`config.mk`:
```
export PLATFORM = sky130hd
export DESIGN_NAME = branch_target_ctrl
export DESIGN_NICKNAME = d
export VERILOG_FILES = /design/src/rtl/branch_target_ctrl.sv
export SDC_FILE = /design/constraint.sdc
export NUM_CORES = 2
export LEC_CHECK = 0
export CORE_MARGIN = 5
export CORE_UTILIZATION = 56
export CTS_CLUSTER_SIZE = 28
export DETAILED_ROUTE_END_ITERATION = 10
export GPL_TIMING_DRIVEN = 0
export PLACE_DENSITY_LB_ADDON = 0.1
export SYNTH_ARGS = -nofsm -noshare
export SYNTH_HDL_FRONTEND = slang
export SYNTH_SLANG_ARGS = --single-unit
export TNS_END_PERCENT = 50
```
`constraint.sdc`:
```
create_clock -name clk -period 3.35 [get_ports clk]
set_input_delay 0.335 -clock clk [delete_from_list [all_inputs] [get_ports clk]]
set_output_delay 0.335 -clock clk [all_outputs]
set_load 0.005 [all_outputs]
```
`src/rtl/branch_target_ctrl.sv`:
```
// Fetch-side branch controller: owns the IF PC, predicts the next PC from a direct-mapped
// BTB with 2-bit counters, and redirects fetch when the ID-stage resolution disagrees.
module branch_target_ctrl #(
    parameter int unsigned ENTRIES  = 16,
    parameter int unsigned IDX_W    = 4,
    parameter logic [31:0] RESET_PC = 32'h0
) (
    input  logic        clk,
    input  logic        rst_n,
    input  logic        stall,
    output logic [31:0] if_pc,
    output logic        flush,
    input  logic        id_valid,
    input  logic [31:0] id_pc,
    input  logic        id_is_cti,
    input  logic        id_taken,
    input  logic [31:0] id_target,
    output logic [31:0] br_cnt,
    output logic [31:0] mispred_cnt
);

    localparam int unsigned TAG_W = 30 - IDX_W;

    logic             btb_valid  [ENTRIES];
    logic [TAG_W-1:0] btb_tag    [ENTRIES];
    logic [31:0]      btb_target [ENTRIES];
    logic [1:0]       btb_ctr    [ENTRIES];

    logic [31:0] pc_q;
    logic        pv_q;
    logic [31:0] pnext_q;
    logic [31:0] br_q;
    logic [31:0] mis_q;

    logic [IDX_W-1:0] if_idx;
    logic [TAG_W-1:0] if_tag;
    logic             if_hit;
    logic             pred_taken;
    logic [31:0]      pred_next;

    logic [IDX_W-1:0] id_idx;
    logic [TAG_W-1:0] id_tag;
    logic             id_hit;
    logic [1:0]       id_ctr;
    logic [31:0]      actual_next;
    logic             upd;
    logic             mispredict;

    logic       do_alloc;
    logic       do_inc;
    logic       do_dec;
    logic       do_inval;
    logic [1:0] ctr_new;

    // Lookup against the pre-edge table contents.
    assign if_idx     = pc_q[IDX_W+1:2];
    assign if_tag     = pc_q[31:IDX_W+2];
    assign if_hit     = btb_valid[if_idx] && (btb_tag[if_idx] == if_tag);
    assign pred_taken = if_hit && btb_ctr[if_idx][1];
    assign pred_next  = pred_taken ? btb_target[if_idx] : pc_q + 32'd4;

    assign id_idx      = id_pc[IDX_W+1:2];
    assign id_tag      = id_pc[31:IDX_W+2];
    assign id_hit      = btb_valid[id_idx] && (btb_tag[id_idx] == id_tag);
    assign id_ctr      = btb_ctr[id_idx];
    assign actual_next = id_taken ? id_target : id_pc + 32'd4;

    // A stalled cycle neither checks nor trains; ID inputs and pv are held for the next try.
    assign upd        = !stall && id_valid && pv_q;
    assign mispredict = upd && (actual_next != pnext_q);
    assign flush      = mispredict;

    assign if_pc       = pc_q;
    assign br_cnt      = br_q;
    assign mispred_cnt = mis_q;

    always_comb begin
        do_alloc = 1'b0;
        do_inc   = 1'b0;
        do_dec   = 1'b0;
        do_inval = 1'b0;
        if (upd) begin
            if (id_is_cti) begin
                if (id_hit) begin
                    do_inc = id_taken;
                    do_dec = !id_taken;
                end else begin
                    do_alloc = id_taken;
                end
            end else begin
                // Non-CTI hitting an entry means a stale or aliased prediction.
                do_inval = id_hit;
            end
        end
    end

    always_comb begin
        ctr_new = id_ctr;
        if (do_alloc) begin
            ctr_new = 2'b10;
        end else if (do_inc && id_ctr != 2'b11) begin
            ctr_new = id_ctr + 2'd1;
        end else if (do_dec && id_ctr != 2'b00) begin
            ctr_new = id_ctr - 2'd1;
        end
    end

    always_ff @(posedge clk or negedge rst_n) begin
        if (!rst_n) begin
            for (int unsigned i = 0; i < ENTRIES; i++) begin
                btb_valid[IDX_W'(i)]  <= 1'b0;
                btb_tag[IDX_W'(i)]    <= '0;
                btb_target[IDX_W'(i)] <= '0;
                btb_ctr[IDX_W'(i)]    <= 2'b01;
            end
        end else begin
            if (do_alloc) begin
                btb_valid[id_idx] <= 1'b1;
                btb_tag[id_idx]   <= id_tag;
            end else if (do_inval) begin
                btb_valid[id_idx] <= 1'b0;
            end
            if (do_alloc || (do_inc && id_taken)) begin
                btb_target[id_idx] <= id_target;
            end
            if (do_alloc || do_inc || do_dec) begin
                btb_ctr[id_idx] <= ctr_new;
            end
        end
    end

    always_ff @(posedge clk or negedge rst_n) begin
        if (!rst_n) begin
            pc_q    <= RESET_PC;
            pv_q    <= 1'b0;
            pnext_q <= '0;
            br_q    <= '0;
            mis_q   <= '0;
        end else if (!stall) begin
            pc_q    <= mispredict ? actual_next : pred_next;
            // A flushed IF slot enters ID as a bubble.
            pv_q    <= !mispredict;
            pnext_q <= pred_next;
            if (upd && id_is_cti) begin
                br_q <= br_q + 32'd1;
            end
            if (mispredict) begin
                mis_q <= mis_q + 32'd1;
            end
        end
    end

endmodule

```
==> flow_summary.html <==
<table>
<tr><th>Metric</th><th>Value</th></tr>
<tr><th colspan="2">Final layout</th></tr>
<tr><td>Layout-stage area growth over the synthesis result</td><td>23.32%</td></tr>
<tr><td>Most frequent standard cell in the layout excluding fill and tap cells</td><td>dfrtp_1</td></tr>
<tr><td>Combined area of the multi-input logic cells</td><td>0.03007 mm^2</td></tr>
<tr><td>Commonest cells after routing, fill and taps aside</td><td>dfrtp_1 (1081), mux2_2 (740), mux4_2 (355)</td></tr>
<tr><td>Count of nets after finishing</td><td>4768</td></tr>
<tr><td>Reg area</td><td>0.02768 mm^2</td></tr>
<tr><td>Post-layout instance area</td><td>0.07122 mm^2</td></tr>
<tr><td>Share of the core filled with cells in the final layout</td><td>69.70%</td></tr>
<tr><td># fillers</td><td>7194</td></tr>
<tr><td>Fraction of final layout cells sized beyond drive strength 1</td><td>45.44%</td></tr>
<tr><th colspan="2">Placed design</th></tr>
<tr><td>Setup Slack @ Placement</td><td>-3.066 ns</td></tr>
<tr><td>Final weighted congestion of routability-driven global placement</td><td>1.096</td></tr>
<tr><td>Total placed instance area</td><td>0.06194 mm^2</td></tr>
<tr><td>Half-perimeter wire length of the detailed placement result</td><td>152900 um</td></tr>
<tr><td>Port-buffer cells</td><td>131</td></tr>
<tr><th colspan="2">Route</th></tr>
<tr><td>Drt pass-1 iters</td><td>11</td></tr>
<tr><td>Detailed-route via count</td><td>42940</td></tr>
<tr><td>Violation count after the first detailed-route iteration</td><td>5608</td></tr>
<tr><td>Average detailed-routed wire length per instance</td><td>36.69 um</td></tr>
<tr><td>Post-route DRC</td><td>4</td></tr>
<tr><td>Drt total wl</td><td>226100 um</td></tr>
<tr><td>Final ANT Viol Nets</td><td>0</td></tr>
<tr><td>Vias/cell</td><td>6.968</td></tr>
<tr><th colspan="2">Synthesis</th></tr>
<tr><td>Synth warnings</td><td>0</td></tr>
<tr><td>Async S/R FF share, synth</td><td>100.0%</td></tr>
<tr><td>Yosys reg bits</td><td>1105</td></tr>
<tr><td>Post-synthesis area per instance</td><td>13.70 um^2</td></tr>
<tr><td>Instance count of the mapped netlist</td><td>4215</td></tr>
<tr><td>Sequential cell area fraction in the yosys report</td><td>47.91%</td></tr>
<tr><td>Post-synth net total</td><td>4294</td></tr>
<tr><td>Count of flip-flops with a built-in enable after synthesis</td><td>0</td></tr>
<tr><td>Dominant synthesized flop cell</td><td>dfrtp_1</td></tr>
<tr><td>Netlist Area Pre-Place</td><td>0.05776 mm^2</td></tr>
<tr><td>Number of unique standard cell types used by synthesis</td><td>91</td></tr>
<tr><th colspan="2">STA</th></tr>
<tr><td>Shortest period the worst path allows</td><td>4.259 ns</td></tr>
<tr><td>Period Utilization, post-route</td><td>127.1%</td></tr>
<tr><td>Slew Viols, Final</td><td>0</td></tr>
<tr><td>Maximum frequency from static timing analysis</td><td>234.8 MHz</td></tr>
<tr><td>Clk_skew</td><td>0.03606 ns</td></tr>
<tr><td>Unrepaired setup endpoints after global routing</td><td>true</td></tr>
<tr><td>Least-Margin Pin Slew</td><td>1.152 ns</td></tr>
<tr><td>Setup-failing EPs final</td><td>796</td></tr>
<tr><td>Remaining max-slew budget at the tightest pin</td><td>23.17%</td></tr>
<tr><td>Final worst-path setup slack</td><td>-0.9089 ns</td></tr>
<tr><td>Fin. Hold Viols</td><td>0</td></tr>
<tr><th colspan="2">Global route</th></tr>
<tr><td>Number of global-route vias before repair</td><td>41520</td></tr>
<tr><td>First-pass GRT wire length</td><td>307400 um</td></tr>
<tr><td>Most Crowded Layer GR</td><td>met2</td></tr>
<tr><td>Met1 track utilization from global routing</td><td>51.90%</td></tr>
<tr><td>Total global routing track utilization</td><td>39.47%</td></tr>
<tr><td>Total congestion overflow after global routing</td><td>0</td></tr>
<tr><td>Maximum number of pins on one net before global-route repair</td><td>175</td></tr>
<tr><td>Number of antenna violations at the first check in global routing</td><td>11</td></tr>
<tr><td>Met2 Use GR</td><td>58.34%</td></tr>
<tr><td>Global routing usage on met3</td><td>11.04%</td></tr>
<tr><th colspan="2">Clocking</th></tr>
<tr><td>Root Buffer Master</td><td>clkbuf_16</td></tr>
<tr><td>Clock-pin slew reported for the worst setup and hold paths after clock tree synthesis</td><td>0.07 ns</td></tr>
<tr><td>TritonCTS clock tree</td><td>built</td></tr>
<tr><td>Clock insertion delay at the later pin of the skew report</td><td>0.76 ns</td></tr>
<tr><td>Number of H-tree branching levels</td><td>3</td></tr>
<tr><td>Number of clock sinks</td><td>1105</td></tr>
<tr><td>Maximum root-to-sink buffer count</td><td>3</td></tr>
<tr><td>Inserted Clock Buffers</td><td>116</td></tr>
<tr><th colspan="2">Power and ir drop</th></tr>
<tr><td>Int Power</td><td>26.34 mW</td></tr>
<tr><td>Total power consumption of the routed design</td><td>39.12 mW</td></tr>
<tr><td>Sequential power share</td><td>39.4%</td></tr>
<tr><td>Part of the power in combinational logic</td><td>26.1%</td></tr>
<tr><td>Power density cells</td><td>549.2 mW/mm^2</td></tr>
<tr><td>Net load switching power</td><td>12.77 mW</td></tr>
<tr><td>Maximum VDD drop</td><td>0.0005080 V</td></tr>
<tr><td>Standby leakage power</td><td>33.05 nW</td></tr>
<tr><td>Clock share of power</td><td>34.5%</td></tr>
<tr><td>Switching share of total power</td><td>32.65%</td></tr>
<tr><th colspan="2">Floorplan</th></tr>
<tr><td>Chip Height</td><td>331.1 um</td></tr>
<tr><td>Die area</td><td>0.1097 mm^2</td></tr>
<tr><td>Standard cell core area</td><td>0.1022 mm^2</td></tr>
<tr><td>Die W</td><td>331.1 um</td></tr>
<tr><td>Initial standard-cell utilization of the core</td><td>56.52%</td></tr>
<tr><td>Boundary Pins</td><td>167</td></tr>
<tr><td>Placement row count</td><td>117</td></tr>
<tr><th colspan="2">Setup path</th></tr>
<tr><td>Data arrival at the endpoint of the critical path</td><td>4.88 ns</td></tr>
<tr><td>Worst EP required</td><td>3.97 ns</td></tr>
<tr><td>Capturing element type of the critical path</td><td>flip-flop</td></tr>
<tr><td>Maximum fanout encountered on the critical timing path</td><td>10</td></tr>
<tr><td>Critical Path Source</td><td>if_pc[3]</td></tr>
<tr><td>Crit path launch type</td><td>flip-flop</td></tr>
<tr><td>Critical Setup Path Class</td><td>flip-flop to flip-flop</td></tr>
<tr><td>Worst r2r src</td><td>if_pc[3]</td></tr>
<tr><th colspan="2">Run status</th></tr>
<tr><td>Run status</td><td>finished with violations</td></tr>
<tr><td>Violated checks</td><td>design-rule violations, negative setup slack</td></tr>
<tr><th colspan="2">Worst hold path</th></tr>
<tr><td>Hold WC Path Type</td><td>input port to async pin</td></tr>
<tr><th colspan="2">Run</th></tr>
<tr><td>Maximum Capacitance Violations</td><td>0</td></tr>
</table>
==> through the flow <==
step                      hold slack (ns)  setup TNS, ns  instances
final                              0.1434        -373.60       6162
after global routing               0.1707        -357.41       6161
after CTS                          0.1299        -267.65       5990
after detailed placement           0.2439       -2120.18       5721
after global placement             0.4494              -       5714
after floorplan                   0.03941         -21.22       4215
==> logic make-up (layout without fill, tap and decap cells) <==
family / Yosys count / in the layout / share of synthesized area (%)
adders and majority gates: 9 / 9 / 0.1950
buffers and inverters: 461 / 1035 / 3.676
muxes: 1459 / 1459 / 35.10
and+or+nand+nor: 632 / 632 / 5.799
xor gates and xnor gates: 190 / 190 / 2.966
DFF: 1105 / 1105 / 47.91
AOI/OAI and AO/OA: 359 / 359 / 4.357
other: 0 / 5 / 0
==> worst max-delay path: stages, from the launching register on <==
cell and delay, ns:
dfrtp_2 0.55, buf_12 0.20, buf_8 0.25, buf_8 0.24, mux4_2 0.21, nor2_1 0.05, a221oi_2 0.39, o32ai_1 0.20
nor4_2 0.33, nand4_1 0.34, nor4_4 0.35, buf_6 0.19, buf_8 0.14, mux2_4 0.33, a221o_1 0.29
==> what timing repair did <==
item                                    4_1_cts  5_1_grt
gates resized for setup                     475      384
cloned                                        2       31
endpoints found under the setup margin     1026     1046
hold endpoints to repair                    128        0
pin swaps                                    30       46
buffers inserted                             51      138
hold buffers                                  1        0
==> sequential cells by signal (all words and copies together) (netlist names), named ones only <==
name	flops
btb_ctr	32
btb_tag	416
pv_q	1
pnext_q	32
if_pc	32
mispred_cnt	32
br_cnt	32
btb_target	512
==> power by group through the flow <==
stage	Combinational (mW)	Clock [mW]	Sequential [mW]
after floorplan	5.08	0	15.2
after global placement	8.58	0	15.6
after global routing	10.3	14.1	15.5
after detailed placement	8.75	0	15.5
after CTS	9.42	13.5	15.3
final	10.2	13.5	15.4
==> final cells by class <==
type,instances,area share [%]
sequential,1105,38.87
clock buffer,179,4.845
timing repair buffer,359,5.743
tap,1368,2.403
clock inverter,39,0.7519
inverter,57,0.3496
antenna,5,0.01757
multi-input combinational,2649,42.22
buffer,401,4.803
==> cell usage after synthesis, drive strengths merged, types with 11 or more instances <==
cell type / instances / area (um^2)
xor2: 62 / 543.0
o41ai: 13 / 113.9
and2: 13 / 81.33
nor3: 28 / 145.1
mux2: 975 / 10980
a22o: 12 / 105.1
or4: 12 / 97.59
mux2i: 129 / 1291
dfstp: 16 / 420.4
buf: 168 / 1022
nand3: 101 / 515.5
nor2: 79 / 296.5
a22oi: 26 / 195.2
nor3b: 12 / 90.09
nand4: 68 / 437.9
and3: 31 / 193.9
nor4: 37 / 274.0
a211oi: 11 / 82.58
xnor2: 125 / 1102
nor2b: 14 / 87.58
inv: 54 / 202.7
a221oi: 17 / 155.1
or3: 14 / 92.59
nand2b: 25 / 156.4
nand2: 168 / 630.6
o22ai: 12 / 75.07
a2bb2oi: 18 / 157.7
o21ai: 109 / 549.3
a21oi: 41 / 209.0
mux4: 355 / 7999
dfrtp: 1089 / 27250
clkbuf: 236 / 887.1
a32oi: 18 / 157.7
==> layer usage <==
metal | up-vias | routed length [um]
met3 | 916 | 26210
li1 | 16820 | -
met5 | - | 66
met2 | 2892 | 97310
met4 | 4 | 20300
met1 | 22300 | 82220
==> worst paths after layout <==
path                                    to  slack [ns]  depth (start not counted)
setup / recovery                  if_pc[9]       -0.91                         14
hold / removal                btb_tag[375]        0.14                          2
setup reg to reg                  if_pc[9]       -0.91                         14
hold reg to reg                btb_ctr[24]        0.46                          2
max in group asynchronous  btb_target[314]        0.81                          5
min in group clk            btb_target[15]        0.18                          2
Note: power is estimated with default switching activity, not from simulation.
